[src/rtl/mem_burst_arbiter.sv]
// Round-robin arbiter that grants one shared memory port to NUM_CH burst requesters,
// issues one address per cycle and routes read data back after a fixed latency.
module mem_burst_arbiter #(
  parameter int NUM_CH = 4,
  parameter int ADDR_W = 16,
  parameter int DATA_W = 16,
  parameter int LEN_W  = 6,
  parameter int RD_LAT = 1
) (
  input  logic                     clk,
  input  logic                     reset_n,
  input  logic [NUM_CH-1:0]        ch_req,
  input  logic [NUM_CH-1:0]        ch_rw,
  input  logic [NUM_CH*ADDR_W-1:0] ch_addr,
  input  logic [NUM_CH*LEN_W-1:0]  ch_len,
  input  logic [NUM_CH*DATA_W-1:0] ch_wdata,
  output logic [NUM_CH-1:0]        ch_grant,
  output logic [NUM_CH-1:0]        ch_beat,
  output logic [NUM_CH-1:0]        ch_rvalid,
  output logic [DATA_W-1:0]        rdata,
  output logic [NUM_CH-1:0]        ch_done,
  output logic                     mem_en,
  output logic                     mem_rw,
  output logic [ADDR_W-1:0]        mem_addr,
  output logic [DATA_W-1:0]        mem_wdata,
  input  logic [DATA_W-1:0]        mem_rdata
);

  localparam int CH_W = (NUM_CH > 1) ? $clog2(NUM_CH) : 1;

  typedef enum logic [1:0] {IDLE, BURST, DRAIN} state_e;

  state_e              state_q, state_d;
  logic [CH_W-1:0]     owner_q, owner_d;
  logic [CH_W-1:0]     rr_q, rr_d;
  logic [ADDR_W-1:0]   base_q, base_d;
  logic [LEN_W-1:0]    len_q, len_d;
  logic [LEN_W-1:0]    beat_q, beat_d;
  logic [LEN_W-1:0]    rcnt_q, rcnt_d;
  logic                rw_q, rw_d;
  logic                wdone_q, wdone_d;
  logic [RD_LAT-1:0]   vpipe_q, vpipe_d;

  logic                found;
  logic [CH_W-1:0]     pick;
  logic [LEN_W-1:0]    pickLen;
  int                  idx;
  logic                issueRd;
  logic                rvalidNow;
  logic                readLast;
  logic                lastBeat;
  logic [NUM_CH-1:0]   ownerOh;

  // Round-robin search starting at rr, wrapping modulo NUM_CH.
  always_comb begin
    found = 1'b0;
    pick  = '0;
    idx   = 0;
    for (int i = 0; i < NUM_CH; i++) begin
      idx = int'(rr_q) + i;
      if (idx >= NUM_CH) idx = idx - NUM_CH;
      if (!found && ch_req[idx]) begin
        found = 1'b1;
        pick  = CH_W'(idx);
      end
    end
    pickLen = ch_len[pick*LEN_W +: LEN_W];
  end

  assign issueRd   = (state_q == BURST) && rw_q;
  assign rvalidNow = vpipe_q[RD_LAT-1] && (state_q != IDLE);
  assign lastBeat  = (beat_q == len_q - LEN_W'(1));
  assign readLast  = (state_q == DRAIN) && vpipe_q[RD_LAT-1] && (rcnt_q == len_q - LEN_W'(1));
  assign ownerOh   = NUM_CH'(1) << owner_q;

  always_ff @(posedge clk or negedge reset_n) begin
    if (!reset_n) begin
      state_q <= IDLE;
      owner_q <= '0;
      rr_q    <= '0;
      base_q  <= '0;
      len_q   <= '0;
      beat_q  <= '0;
      rcnt_q  <= '0;
      rw_q    <= 1'b0;
      wdone_q <= 1'b0;
      vpipe_q <= '0;
    end else begin
      state_q <= state_d;
      owner_q <= owner_d;
      rr_q    <= rr_d;
      base_q  <= base_d;
      len_q   <= len_d;
      beat_q  <= beat_d;
      rcnt_q  <= rcnt_d;
      rw_q    <= rw_d;
      wdone_q <= wdone_d;
      vpipe_q <= vpipe_d;
    end
  end

  // The burst parameters are captured at grant so the owner may change its inputs freely afterwards.
  always_comb begin
    state_d = state_q;
    owner_d = owner_q;
    rr_d    = rr_q;
    base_d  = base_q;
    len_d   = len_q;
    beat_d  = beat_q;
    rw_d    = rw_q;
    wdone_d = 1'b0;
    rcnt_d  = rvalidNow ? rcnt_q + LEN_W'(1) : rcnt_q;
    vpipe_d = (vpipe_q << 1) | RD_LAT'(issueRd);
    unique case (state_q)
      IDLE: begin
        if (found) begin
          owner_d = pick;
          base_d  = ch_addr[pick*ADDR_W +: ADDR_W];
          len_d   = (pickLen == '0) ? LEN_W'(1) : pickLen;
          rw_d    = ch_rw[pick];
          beat_d  = '0;
          rcnt_d  = '0;
          rr_d    = (pick == CH_W'(NUM_CH - 1)) ? '0 : pick + CH_W'(1);
          state_d = BURST;
        end
      end
      BURST: begin
        beat_d = beat_q + LEN_W'(1);
        if (lastBeat) begin
          if (rw_q) begin
            state_d = DRAIN;
          end else begin
            state_d = IDLE;
            wdone_d = 1'b1;
          end
        end
      end
      DRAIN: begin
        if (readLast) state_d = IDLE;
      end
      default: state_d = IDLE;
    endcase
  end

  always_comb begin
    ch_grant  = '0;
    ch_beat   = '0;
    ch_rvalid = '0;
    ch_done   = '0;
    mem_en    = 1'b0;
    mem_rw    = 1'b0;
    mem_addr  = '0;
    mem_wdata = '0;
    rdata     = mem_rdata;
    if (state_q != IDLE) ch_grant = ownerOh;
    if (rvalidNow) ch_rvalid = ownerOh;
    if (wdone_q || readLast) ch_done = ownerOh;
    if (state_q == BURST) begin
      ch_beat   = ownerOh;
      mem_en    = 1'b1;
      mem_rw    = rw_q;
      mem_addr  = base_q + ADDR_W'(beat_q);
      mem_wdata = ch_wdata[owner_q*DATA_W +: DATA_W];
    end
  end

endmodule
[config.mk]
export PLATFORM = sky130hd
export DESIGN_NAME = mem_burst_arbiter
export DESIGN_NICKNAME = d
export VERILOG_FILES = /design/src/rtl/mem_burst_arbiter.sv
export SDC_FILE = /design/constraint.sdc
export NUM_CORES = 1
export LEC_CHECK = 0
export ABC_AREA = 1
export ABC_CLOCK_PERIOD_IN_PS = 2600
export CORE_ASPECT_RATIO = 0.6
export CORE_UTILIZATION = 30
export DETAILED_ROUTE_END_ITERATION = 6
export GPL_TIMING_DRIVEN = 0
export HOLD_SLACK_MARGIN = 0.1
export PLACE_DENSITY = 0.66
export SKIP_CTS_REPAIR_TIMING = 1
export SYNTH_ARGS = -nofsm -noshare
export SYNTH_HDL_FRONTEND = slang
export SYNTH_SLANG_ARGS = --single-unit
export TNS_END_PERCENT = 20
[constraint.sdc]
create_clock -name clk -period 2.6 [get_ports clk]
set_input_delay 0.52 -clock clk [delete_from_list [all_inputs] [get_ports clk]]
set_output_delay 0.52 -clock clk [all_outputs]
set_load 0.01 [all_outputs]
---- Yosys cells after proc, flatten, opt, wreduce, memory -nomap -nowiden ----
Index checks and enable logic that the tools add are counted.
operators by class
  $add $sub $neg .......................... 12
  multipliers ............................. 1
  div/mod/pow operators ................... 0
  $lt $le $gt $ge ......................... 9
  equality and inequality tests ........... 8
  shifts and indexed selects .............. 4
  mux-type cells .......................... 49
  bitwise operators ....................... 0
  reductions and logical operators ........ 18
operator list
  operator               count
  $lt A32 B4 Y1 const B  4
  $mux W32               4
  $shiftx A64 B7 Y16     2
  $mux W16               2
  $mux W6                5
  $shiftx A24 B6 Y6      1
  $mux W1                18
  $mux W2                9
  $add A16 B6 Y16        1
  $mux W4                4
  $add A6 B1 Y6 const B  2
  $eq A6 B6 Y1           2
  $pmux W6 S2            1
  $sub A3 B3 Y4 const B  3
  $bmux W1 S2            5
  $ge A3 B3 Y1 const B   3
  $logic_and A1 B1 Y1    7
  $add A2 B2 Y3 const B  2
  $logic_not A6 Y1       1
  $ne A2 B2 Y1 const B   3
  $pmux W2 S3            1
  $sub A6 B1 Y6 const B  1
  $eq A2 B2 Y1 const B   2
  $mul A2 B2 Y4 const B  1
  other kinds (13)       17
word-level totals
  flip-flop bits (word level) ............. 43
  bits in latches ......................... 0
  memory bits (writable) .................. 0
  ROM bits ................................ 0
  input bits .............................. 178
  output and inout bits ................... 66
  logic and storage cells ................. 111
  memories ................................ 0

---- Depth between registers and ports, before layout ----
  depth after elaboration ................. 19
  depth in mapped cells ................... 18
  mapped depth without buffers ............ 16

---- Worst setup path after synthesis ----
OpenSTA, ideal clock, no wires.
  kind .................................... register to output
  start point ............................. register beat_q[0]
  end point ............................... output port mem_addr[12]
  arrival time ............................ 2,071 ps
  required time ........................... 2,080 ps
  slack ................................... 9 ps
  stages on the path, launching flop included .. 17
  cells stage by stage .................... dfrtp_1 ha_1 fa_1 nand2_1 inv_1 o21a_1 nor2_1 nor2_1 nor2_1 o21bai_1 nand2_1 nor2_1 nand2_1 nor2_1 nand2_1 nand2_1 nor2_1
between the ends
  cells in the longest elaborated chain, start to end .. 2
ends and longest elaborated chain
  what                    RTL line  source
  start, declared         38        logic [LEN_W-1:0] beat_q, beat_d;
  start signal, assigned  94        beat_q <= beat_d;
  $add A16 B6 Y16         162       mem_addr = base_q + ADDR_W'(beat_q);
  $mux W16                158       if (state_q == BURST) begin
  end, declared           24        output logic [ADDR_W-1:0] mem_addr,
No other way between the ends.

---- Final worst setup path ----
  start point ............................. register base_q[0]
  end point ............................... output port mem_addr[14]
between the ends
  cells in the longest elaborated chain, start to end .. 2
ends and longest elaborated chain
  what                    RTL line  source
  start, declared         36        logic [ADDR_W-1:0] base_q, base_d;
  start signal, assigned  92        base_q <= base_d;
  $add A16 B6 Y16         162
  $mux W16                158
No other way between the ends.

==> metrics.md <==
| Metric | Value |
|---|---|
| R2R Setup Slk | `0.38 ns` |
| Largest cells by area after synthesis | `dfrtp_1, nand2_1, nor2_1` |
| Reg2Reg Depth | `12` |
| Synth Area per Inst | `6.52 um2` |
| Critical path required time | `2.08 ns` |
| Failing checks | `negative setup slack` |
| Pin count of the biggest net entering global routing | `35` |
| Flop pwr share | `14.6%` |
| Initial Util | `31.4%` |
| Slew HR | `57.6%` |
| Antenna cells | `0` |
| Clk_skew | `0.00851 ns` |
| Post-synth EDFFs | `0` |
| WS Path Type | `reg -> out` |
| I/O Pins | `244` |
| GPL Wtd Cong | `0.914` |
| Critical path startpoint category | `register` |
| Worst Max-Slew Pin Slew | `roughly 0.64 ns` |
| Leakage Power | `~0.0032 uW` |
| Clock slew at reported path FFs | `0.06 ns` |
| Pwr Total | `8830 uW` |
| Clock Latency Late Sink | `0.29 ns` |
| Filler Cell Count | `1299` |
| First DRT Iteration DRCs | `336` |
| Vias | `about 5200` |
| Max IR drop VDD | `608 uV` |
| Yosys top cell area share | `26.2%` |
| Total Routing Usage GR | `22.7%` |
| Syn nets | `818` |
| Clk pwr share | `6.8%` |
| Antenna-violating nets left | `0` |
| F_max | `around 330 MHz` |
| Maximum fanout along the worst path | `4` |
| Average routed wire per standard cell | `approximately 16 um` |
| Critical R2R Capture | `base_q[8]` |
| Minimum clock period | `between 3 and 4 ns` |
| Hold Path Class | `in -> async` |
| Final setup fails | `26` |
| Unrepaired setup endpoints after global routing | `yes` |
| Largest family of logic cells by synthesized area | `simple AND/OR/NAND/NOR gates` |
| XOR/XNOR Fraction of Synth Area | `3.63%` |
| Yosys Warn Count | `0` |
| Comb power frac | `roughly four fifths` |
| Crit. End Element | `output pin` |
| Synth Area in Adders | `between 3 and 4%` |
| Internal power | `4270 uW` |
| Outcome | `finished, violations left` |
| Switching Share | `51.7%` |
| H-tree levels | `2` |
| Arrival time worst endpoint | `2.52 ns` |
| Via density | `4.98` |
| Compound-Gate Fraction of Synth Area | `18.9%` |
| CTS tree | `yes` |
| Simple-gate share of the synthesized area | `32.7%` |
| Total die area | `14200 um2` |
| Largest area contributor in the netlist | `dfrtp_1` |
| Final worst slack | `-0.444 ns` |
| Max-cap violation count | `0` |
| Cell area after synthesis | `slightly above 4000 um2` |
| Hold Fails Final Rpt | `0` |
| Psw | `4560 uW` |
| Residual DRC | `0` |
| Vias in the first global route | `4844` |
| Die height | `92.6 um` |
| Hpwl dp | `12.9 mm` |
| Total Wirelength | `16.3 mm` |
| Mapped Cells | `630` |
| Layout cell share with drive strength beyond 1 | `13.4%` |
| Layout Utilization | `53.1%` |
| Synth unique cells | `39` |
| Ys async rst share | `100%` |
| Pre-Repair DR Iteration Count | `5` |
| P&R area growth vs syn | `69.3%` |
| Clock sink count | `43` |
| CTS root buf | `clkbuf_16` |
| Yosys reg bits | `43` |
| Initial antenna violation count | `0` |
| Most used DFF post-synth | `dfrtp_1` |
| Buffers on Ports | `227` |
| FF-to-FF Start | `rr_q[0]` |
| Max-slew violations | `0` |
| First-pass GRT wire length | `25.4 mm` |
| Area of the core | `13100 um2` |
| Layout Nets | `~1100` |
| Num CTS Buffers | `5` |
| Buffer levels on the longest clock path | `2` |
| Die Width | `153 um` |
| GR Overflow Total | `0` |
| Fin crit share | `117%` |
| Power Dens Cells | `1270 nW/um2` |
| Core Rows | `32` |
| Post-synthesis mux area share | `1.71%` |
| Post-synthesis sequential area ratio | `between 20% and 30%` |
==> metal layers <==
metal	vias to the layer above	share of wire, %	track usage [%]
met5	-	0	0
li1	2583	-	-
met2	187	43	35.2
met3	9	7.3	5.62
met1	2422	49	32.6
met4	0	0.37	2.53
==> worst max path at each step <==
stage,startpoint,to,slack (ns),cells after the start
floorplan,beat_q[0],mem_addr[12],0.009,16
global placement,owner_q[0],mem_wdata[14],-0.80,7
detailed placement,beat_q[0],mem_addr[12],-0.78,16
CTS,beat_q[0],mem_addr[12],-1.14,16
global route,base_q[0],mem_addr[12],-0.60,17
finish,base_q[0],mem_addr[14],-0.44,15
==> cell families (layout without fill, tap and decap cells) <==
logic type / Yosys count / after routing
buffers and inverters: 118 / 362
AO/OA/AOI/OAI: 125 / 125
adder cells (fa/ha/maj): 10 / 10
multiplexers: 7 / 7
AND/OR/NAND/NOR: 310 / 310
XOR/XNOR: 17 / 17
flip-flops: 43 / 43
==> registers in the layout, indices dropped and copies added (netlist names) <==
register	count
vpipe_q	1
len_q	6
rw_q	1
rcnt_q	6
owner_q	2
beat_q	6
base_q	16
rr_q	2
state_q	2
wdone_q	1
==> stage by stage <==
step / instances / TNS, ns / hold slack (ns) / cell area [um2] / setup slack [ns]
final: 1044 / -4.90 / 0.0908 / 6950 / -0.444
after global routing: 1044 / -9.31 / 0.100 / 6950 / -0.601
after CTS: 1034 / -32.86 / 0.0983 / 6730 / -1.14
after detailed placement: 1028 / -18.91 / 0.401 / 6610 / -0.781
after global placement: 1027 / -28.12 / 0.466 / 6590 / -0.801
after floorplan: 630 / 0 / 0.224 / 4110 / 0.00934
==> synthesized netlist by cell type, drive strengths merged (12+ instances only) <==
master and instances:
nand2 118, nor2 93, inv 69, nand3 65
dfrtp 43, o21ai 42, buf 34, a31oi 29
a22oi 16, clkbuf 15, a21oi 13, nand4 13
xor2 13, o21bai 12
==> power groups by stage <==
stage	sequential (uW)	combinational (uW)	clock, uW
6_report	1290	6940	599
5_1_grt	1330	7670	635
4_1_cts	1230	6720	601
3_5_place_dp	1230	6690	0
3_3_place_gp	1230	6640	0
2_1_floorplan	1150	4180	0
==> worst max-delay path: stages, from the launching register on <==
cell and delay [ns]:
dfrtp_1 0.42, ha_4 0.18, fa_2 0.33, nand2_1 0.06, inv_1 0.04, o21a_1 0.17, nor2_1 0.09, nor2_1 0.06
nor2_1 0.10, o21bai_1 0.09, nand2_1 0.13, nor2_4 0.06, nand2_2 0.09, o21ai_1 0.06, nor2_1 0.18, buf_2 0.16
==> area by class of cell <==
class	instances	area (um2)	area share [%]
plain buffers	47	322	4.63
clock buffers	6	129	1.85
inverters	69	262	3.76
multi-input cells	469	2590	37.3
flip-flops and latches	43	1080	15.6
well taps	170	213	3.06
repair buffers	240	2350	33.8
==> cell usage in the layout, fill, tap and decap left out, drive strengths merged <==
master	count
clkdlybuf4s50	209
nand2	118
nor2	93
inv	69
nand3	65
buf	57
dfrtp	43
o21ai	42
a31oi	29
clkbuf	21
a22oi	16
nand4	13
a21oi	13
xor2	13
o21bai	12
nor3	10
ha	9
or2	7
mux2i	7
o221ai	6
dlymetal6s2s	6
xnor2	4
o32ai	2
o211ai	2
nor4	1
nor2b	1
o21a	1
nor3b	1
nand3b	1
o22ai	1
a22o	1
fa	1
Note: power is estimated with default switching activity, not from simulation.
